$ cat config.mk
export PLATFORM = sky130hd
export DESIGN_NAME = neuron_sample_feeder
export DESIGN_NICKNAME = d
export VERILOG_FILES = /design/src/rtl/neuron_pkg.sv /design/src/rtl/sample_mem.sv /design/src/rtl/neuron_sample_feeder.sv
export SDC_FILE = /design/constraint.sdc
export NUM_CORES = 1
export LEC_CHECK = 0
export CAP_MARGIN = 5
export CORE_MARGIN = 10
export CORE_UTILIZATION = 65
export CTS_CLUSTER_SIZE = 10
export DETAILED_ROUTE_END_ITERATION = 8
export PLACE_DENSITY = 0.84
export SLEW_MARGIN = 30
export SYNTH_ARGS = -nofsm -noshare
export SYNTH_HDL_FRONTEND = slang
export SYNTH_SLANG_ARGS = --single-unit
$ cat constraint.sdc
create_clock -name clk -period 4.7 [get_ports clk]
set_input_delay 0.94 -clock clk [delete_from_list [all_inputs] [get_ports clk]]
set_output_delay 0.94 -clock clk [all_outputs]
set_load 0.02 [all_outputs]
$ cat src/rtl/neuron_pkg.sv
// Shared definitions for the perceptron training path: sample field widths,
// target encodings and the sample feeder's state encoding.
package neuron_pkg;

    localparam int X_W = 7;
    localparam int T_W = 2;
    localparam int S_W = 2 * X_W + T_W;

    localparam logic [T_W-1:0] T_POS = 2'b01;
    localparam logic [T_W-1:0] T_NEG = 2'b11;

    localparam logic [2:0] ST_IDLE      = 3'd0;
    localparam logic [2:0] ST_ISSUE     = 3'd1;
    localparam logic [2:0] ST_WAIT_RES  = 3'd2;
    localparam logic [2:0] ST_EPOCH_END = 3'd3;
    localparam logic [2:0] ST_DONE      = 3'd4;

    typedef struct packed {
        logic [X_W-1:0] x1;
        logic [X_W-1:0] x2;
        logic [T_W-1:0] t;
    } sample_t;

endpackage

$ cat src/rtl/sample_mem.sv
// Sample register file: one write port, one asynchronous read port,
// cleared to zero while the active-low reset is held.
module sample_mem #(
    parameter int DEPTH  = 16,
    parameter int ADDR_W = 4,
    parameter int WIDTH  = 16
) (
    input  logic              clk,
    input  logic              i_rst_n,
    input  logic              i_we,
    input  logic [ADDR_W-1:0] i_waddr,
    input  logic [WIDTH-1:0]  i_wdata,
    input  logic [ADDR_W-1:0] i_raddr,
    output logic [WIDTH-1:0]  o_rdata
);

    logic [WIDTH-1:0] r_mem [DEPTH];

    always_ff @(posedge clk) begin
        if (!i_rst_n) begin
            for (int i = 0; i < DEPTH; i++) begin
                r_mem[i] <= '0;
            end
        end else if (i_we) begin
            r_mem[i_waddr] <= i_wdata;
        end
    end

    assign o_rdata = r_mem[i_raddr];

endmodule

$ cat src/rtl/neuron_sample_feeder.sv
// Training-set sequencer: streams stored (x1, x2, t) samples to the neuron in
// epochs until an error-free epoch or the epoch limit ends the run.
module neuron_sample_feeder
    import neuron_pkg::*;
#(
    parameter int DEPTH     = 16,
    parameter int ADDR_W    = 4,
    parameter int EPOCH_W   = 8,
    parameter int MAX_EPOCH = 255
) (
    input  logic               clk,
    input  logic               reset,
    input  logic               wrEn,
    input  logic [ADDR_W-1:0]  wrAddr,
    input  logic [X_W-1:0]     wrX1,
    input  logic [X_W-1:0]     wrX2,
    input  logic [T_W-1:0]     wrT,
    input  logic [ADDR_W:0]    numSamples,
    input  logic               start,
    output logic               sampleValid,
    input  logic               sampleReady,
    output logic [X_W-1:0]     x1Out,
    output logic [X_W-1:0]     x2Out,
    output logic [T_W-1:0]     tOut,
    input  logic               resultValid,
    input  logic               yEqualt,
    output logic               busy,
    output logic               done,
    output logic               converged,
    output logic [EPOCH_W-1:0] epochCount
);

    logic [2:0]        r_state;
    logic [ADDR_W-1:0] r_idx;
    logic              r_err;
    logic [ADDR_W:0]   r_num;

    logic              w_we;
    logic [ADDR_W-1:0] w_rd_addr;
    sample_t           w_wr_sample;
    sample_t           w_rd_sample;
    sample_t           w_sample;
    logic              w_last;
    logic [EPOCH_W-1:0] w_ep_next;

    assign w_we        = wrEn & ~busy;
    assign w_wr_sample = '{x1: wrX1, x2: wrX2, t: wrT};
    // Only WAIT_RES loads a non-zero slot; every other load starts an epoch at 0.
    assign w_rd_addr   = (r_state == ST_WAIT_RES) ? r_idx + 1'b1 : '0;
    // A write landing on the slot being loaded this edge must be seen by the run.
    assign w_sample    = (w_we && (wrAddr == w_rd_addr)) ? w_wr_sample : w_rd_sample;
    assign w_last      = ({1'b0, r_idx} == (r_num - 1'b1));
    assign w_ep_next   = epochCount + 1'b1;

    sample_mem #(
        .DEPTH (DEPTH),
        .ADDR_W(ADDR_W),
        .WIDTH (S_W)
    ) u_mem (
        .clk    (clk),
        .i_rst_n(reset),
        .i_we   (w_we),
        .i_waddr(wrAddr),
        .i_wdata(w_wr_sample),
        .i_raddr(w_rd_addr),
        .o_rdata(w_rd_sample)
    );

    always_ff @(posedge clk) begin
        if (!reset) begin
            r_state     <= ST_IDLE;
            r_idx       <= '0;
            r_err       <= 1'b0;
            r_num       <= '0;
            sampleValid <= 1'b0;
            x1Out       <= '0;
            x2Out       <= '0;
            tOut        <= '0;
            busy        <= 1'b0;
            done        <= 1'b0;
            converged   <= 1'b0;
            epochCount  <= '0;
        end else begin
            case (r_state)
                ST_IDLE, ST_DONE: begin
                    if (r_state == ST_DONE) begin
                        busy <= 1'b0;
                        done <= 1'b1;
                    end
                    if (start && !busy) begin
                        r_num      <= numSamples;
                        r_idx      <= '0;
                        r_err      <= 1'b0;
                        epochCount <= '0;
                        done       <= 1'b0;
                        converged  <= 1'b0;
                        busy       <= 1'b1;
                        if (numSamples == '0) begin
                            r_state <= ST_DONE;
                        end else begin
                            r_state     <= ST_ISSUE;
                            x1Out       <= w_sample.x1;
                            x2Out       <= w_sample.x2;
                            tOut        <= w_sample.t;
                            sampleValid <= 1'b1;
                        end
                    end
                end
                ST_ISSUE: begin
                    if (sampleReady) begin
                        sampleValid <= 1'b0;
                        r_state     <= ST_WAIT_RES;
                    end
                end
                ST_WAIT_RES: begin
                    if (resultValid) begin
                        if (!yEqualt) begin
                            r_err <= 1'b1;
                        end
                        if (w_last) begin
                            r_state <= ST_EPOCH_END;
                        end else begin
                            r_idx       <= r_idx + 1'b1;
                            x1Out       <= w_sample.x1;
                            x2Out       <= w_sample.x2;
                            tOut        <= w_sample.t;
                            sampleValid <= 1'b1;
                            r_state     <= ST_ISSUE;
                        end
                    end
                end
                ST_EPOCH_END: begin
                    epochCount <= w_ep_next;
                    if (!r_err) begin
                        converged <= 1'b1;
                        r_state   <= ST_DONE;
                    end else if (w_ep_next == EPOCH_W'(MAX_EPOCH)) begin
                        r_state <= ST_DONE;
                    end else begin
                        r_idx       <= '0;
                        r_err       <= 1'b0;
                        x1Out       <= w_sample.x1;
                        x2Out       <= w_sample.x2;
                        tOut        <= w_sample.t;
                        sampleValid <= 1'b1;
                        r_state     <= ST_ISSUE;
                    end
                end
                default: r_state <= ST_IDLE;
            endcase
        end
    end

endmodule

## Word level (Yosys, flattened, before mapping)

Memories as Yosys holds them, arrays and structs flattened.
Index checks and enable logic that the tools add are counted.

| storage, ports and cells | value |
|---|---|
| register bits after elaboration | 41 |
| RAM bits | 256 |
| output and inout port bits | 28 |
| logic and storage cells | 120 |
| memories kept | 1 |

| operators by class | value |
|---|---|
| $add $sub $neg | 3 |
| equality and inequality tests | 16 |
| muxes and demuxes | 66 |
| bitwise operators | 2 |
| reductions and logical operators | 20 |

Memory list:

| name | words | bits a word | read ports | clocked after Yosys merged registers in | wr ports | line | text |
|---|---|---|---|---|---|---|---|
| u_mem.r_mem | 16 | 16 | 1 | 0 | 16 | sample_mem.sv:17 | `logic [WIDTH-1:0] r_mem [DEPTH];` |

Operators with widths:

| kind | count |
|---|---|
| 7-bit two-way mux | 12 |
| 7-bit one-hot mux with 3 select lines | 2 |
| 16-bit two-way mux | 2 |
| 4-bit two-way mux | 7 |
| 1-bit two-way mux | 22 |
| 3-bit two-way mux | 6 |
| 2-bit inequality test, second input constant | 9 |
| 8-bit one-hot mux with 2 select lines | 1 |
| 16-bit OR reduction | 1 |
| 2-bit two-way mux | 7 |
| 3-bit one-hot mux with 4 select lines | 1 |
| 4-bit one-hot mux with 3 select lines | 1 |
| 8-bit by 1-bit adder with 8-bit output, second input constant | 1 |
| 8-bit equality test, second input constant | 1 |
| 8-bit two-way mux | 1 |
| 8-bit AND reduction | 1 |
| 7-bit AND reduction | 1 |
| 3-bit by 2-bit equality test with 1-bit output, second input constant | 2 |
| 2-bit one-hot mux with 3 select lines | 1 |
| 2-bit AND reduction | 3 |
| 3-bit AND reduction | 2 |
| 6-bit AND reduction | 1 |
| 4-bit by 5-bit equality test with 1-bit output | 1 |
| 5-bit zero test | 1 |
| other kinds (18) | 20 |

## Depth between registers and ports, before layout

| logic depth | value |
|---|---|
| depth in word-level cells | 8 |
| mapped depth | 10 |

## Cells and area by module

From an unflattened synthesis, not the netlist that was laid out.

| second synthesis, totals | value |
|---|---|
| cell total of the unflattened synthesis | 1004 |
| area, all modules | 13992.2 µm² |

Modules (own cells, without submodules):

| module | instances | cells each | area an instance (µm²) | seq. area each (µm²) |
|---|---|---|---|---|
| sample_mem | 1 | 722 | 11633.7 | 7687.4 |
| neuron_sample_feeder | 1 | 282 | 2358.5 | 820.8 |

## Worst setup path after synthesis

OpenSTA, ideal clock, no wires.

| path | value |
|---|---|
| path type | input port to flip-flop |
| start point | in wrEn |
| end point | mem u_mem.r_mem[12][0] (enable) |
| arrival | 2867 ps |
| required time | 4289 ps |
| slack | 1422 ps |
| stages on the path | 5 |
| cells stage by stage | nor2b_1 > nand2_1 > or3_1 > clkbuf_1 > o21ai_0 |

RTL lines:

| what | line | text |
|---|---|---|
| from (decl) | neuron_sample_feeder.sv:13 | `input logic wrEn,` |
| to (decl) | sample_mem.sv:17 |  |

## Final worst setup path

| path | value |
|---|---|
| start point | reg r_idx[0] |
| end point | reg x1Out[6] |

| on the way | value |
|---|---|
| longest elaborated chain between the ends | 8 |

RTL lines:

| what | line | text |
|---|---|---|
| from (decl) | neuron_sample_feeder.sv:34 | `logic [ADDR_W-1:0] r_idx;` |
| from (signal assigned) | neuron_sample_feeder.sv:123 | `r_idx <= r_idx + 1'b1;` |
| branches (longest 8 deep; another with memory read 16 x 16 bit) | - |  |
| to (signal assigned) | neuron_sample_feeder.sv:102 | `x1Out <= w_sample.x1;` |
| to (signal assigned) | neuron_sample_feeder.sv:124 | `x1Out <= w_sample.x1;` |
| to (signal assigned) | neuron_sample_feeder.sv:142 | `x1Out <= w_sample.x1;` |
| to (decl) | neuron_sample_feeder.sv:22 | `output logic [X_W-1:0] x1Out,` |

Parallel ways; which one is timed is not known. The select of a mux whose other input is x is not followed.
A chain may end at the register's enable or synchronous reset.

==> metrics <==
Clk pin slew, worst setup/hold paths 0.06 ns; sequential share of power 50.3%; Switch Pwr 1.40 mW; register area 8510 µm²; CTS tree done; crit path cell chain buf_4, or4b_1, nor2_2, nand3_1, o2111ai_1, nand3_1, a32o_1; clk_lat worst skew 0.52 ns; first-pass GRT wire length 57000 µm; Crit path buffers/inverters 1; initial antenna violation count 1; vias in the first global route 9913; die width 167 µm; Starting Density 66.3%; Residual DRC 0; post-route clock period utilization 73.8%; max_slew headroom 31.2%; number of buffers created by CTS 36; PostCTS Resize Cnt 0; mean routed wirelength per cell 24.1 µm; Mapped Area 14000 µm²; WP data required 5.11 ns; Worst Tran Pin Value 1.03 ns; number of synthesized flops with an enable pin 256; Lkg Pwr 5.66 nW; first-iteration detailed-routing DRC count 1278; Root Buffer clkbuf_16; Gate power share 7.8%; via/cell ratio 6.48; asr flop ratio synth 0%; pwr/cell area 379 nW/µm²; global route overflow 0; largest net degree at the start of global routing 49; Antenna diodes 0; Setup CP Type reg -> reg; syn_area_per_cell 11.8 µm²; Clock Path Buffers 3; H-tree level count 2; Yosys top cell by area edfxtp_1; DRT Pass-1 Iters 6; Cells after Synth 1189; status finished, final reports clean; Layout Skew 0.0129 ns; Worst path max stage delay 0.94 ns; Yosys warnings 0; Post-synth top cells 257 x and2_1, 256 x edfxtp_1, 84 x nand2_1; Setup Buffers After CTS 0; row count 53; part of the power in the clock network 41.9%; Area after DPL 14900 µm²; final RePlAce weighted congestion 0.883; Clock Sinks 297; CP arrival 3.88 ns; Nets 1264; final wirelength 36800 µm; CP max stage cell or4b_1; vias 9882; Post-Syn Nets 1225; Synth top area share 54.8%; Worst Hold Class reg -> reg; internal power component 4.64 mW; Top FF cell, synth edfxtp_1; Crit path max-delay family simple AND/OR/NAND/NOR gates; Filler cells 1369; Synth Register Bits 297; cts hold-fix bufs 0; Area Growth Syn to Fin 13.7%; Die Area 27900 µm²; Max VDD drop 0.347 mV; HPWL Detailed 22900 µm; Setup TNS 0 ns; fmax 0.288 GHz; Slew Viols, Final 0; fraction of power spent switching nets 23.2%; sequential element share of the synthesized area 60.6%; CP Launch Type flop; Worst setup EP type flop; dominant cells by area after synthesis edfxtp_1 55%, and2_1 11%, dfxtp_1 5.8%, mux2i_1 4.6%, nand3_1 2.7%; most common cell in the netlist and2_1; Core Box Area 21200 µm²; top-level port count 60; Antenna Nets Post-Route 0; layout cells sized above 1 7.60%; input/output buffers 59; max-cap check violation count 0; design area 15900 µm²; Tot GR Track Use 25.9%; most used cell along the critical path nand3_1; crit path time final 3.47 ns; Hold Fails Final Rpt 0; CP max FO 43; Netlist cell types 65; footprint of the multi-input gates 5150 µm²; RSZ-0062 raised after global routing no; height of the chip 167 µm; setup violators final 0
[worst min-delay path, delay by kind of cell (launching register included)]
family | cells | cell delay, ns
AO/OA/AOI/OAI | 1 | 0.05
AND/OR/NAND/NOR | 1 | 0.06
flip-flops | 1 | 0.32
[layer usage]
metal,share of wire [%],wire length [µm],vias up,global-route usage [%]
met1,37,13700,4773,33.3
met4,3.6,1340,0,9.93
li1,-,-,4420,-
met3,11,4140,107,6.26
met2,48,17600,582,41.7
met5,0,0,-,0
[cell type report]
type                    instances  area share (%)
well taps                     275            2.16
clock inverters                 2           0.157
flip-flops and latches        297            53.4
clock buffers                  58            6.50
multi-input cells             792            32.3
repair buffers                 95            5.40
inverters                       6           0.141
[power by group through the flow]
stage	sequential [mW]	combinational [mW]	clock, mW
floorplan	3.08	0.261	0
global placement	3.08	0.447	0
detailed placement	3.09	0.459	0
CTS	3.03	0.463	2.54
global route	3.04	0.502	2.65
finish	3.04	0.471	2.53
[metrics by stage]
step,util [%],total power [mW],std cells,setup slack (ns),hold WS [ns]
after floorplan,-,3.34,1189,1.42,0.449
after global placement,70.4,3.53,1465,0.989,0.452
after detailed placement,70.4,3.55,1465,0.943,0.461
after CTS,75.4,6.04,1525,1.32,0.473
after global routing,75.4,6.20,1525,1.02,0.508
final,75.4,6.04,1525,1.23,0.473
[logic make-up (layout without fill, tap and decap cells)]
group	Yosys count	count (layout)	synth area share, %
mux	66	66	4.72
flops	297	297	60.6
compound gates	186	186	9.69
xor+xnor	14	14	0.874
buf+inv	100	161	3.00
fa+ha+maj	4	4	0.357
simple gates	522	522	20.7
[state kept, by name, indices dropped and copies added (netlist names)]
| register | count |
|---|---|
| u_mem.r_mem | 256 |
| epochCount | 8 |
| x1Out | 7 |
| x2Out | 7 |
| r_num | 5 |
| r_idx | 4 |
| r_state | 3 |
| tOut | 2 |
| busy | 1 |
| converged | 1 |
| done | 1 |
| r_err | 1 |
| sampleValid | 1 |
[path summary, 6_finish.rpt]
path | from | endpoint | slack, ns | cells after the start
max | r_idx[0]$_SDFFE_PN0P_ | x1Out[6]$_SDFFE_PN0P_ | 1.23 | 7
min | r_num[4]$_SDFFE_PN0P_ | r_num[4]$_SDFFE_PN0P_ | 0.47 | 2
max reg2reg | r_idx[0]$_SDFFE_PN0P_ | x1Out[6]$_SDFFE_PN0P_ | 1.23 | 7
min reg2reg | r_num[4]$_SDFFE_PN0P_ | r_num[4]$_SDFFE_PN0P_ | 0.47 | 2
[placed cells by master (no fill, tap or decap), types with 3 or more instances in the layout]
cell             count
a32o_1              16
clkbuf_1            19
nand3_1             75
edfxtp_1           256
o211ai_1            17
nor2b_1              4
or2_1               11
buf_4               36
a221o_1             15
ha_1                 4
nor3_1               9
inv_1                6
nand2b_1             8
and2_1             257
o21ai_1             12
o21ai_0             14
nor2_2               3
xor2_1               4
a21oi_1             43
or3_1                4
clkbuf_16           38
nand2_1             83
o22ai_1             17
xnor2_1              8
o221ai_1            17
mux2i_1             65
clkdlybuf4s50_1     59
o2111ai_1           15
nor2_1              37
or2_0                6
dfxtp_1             40
nand4_1              3
No activity file was read; power rests on OpenSTA's default activity.
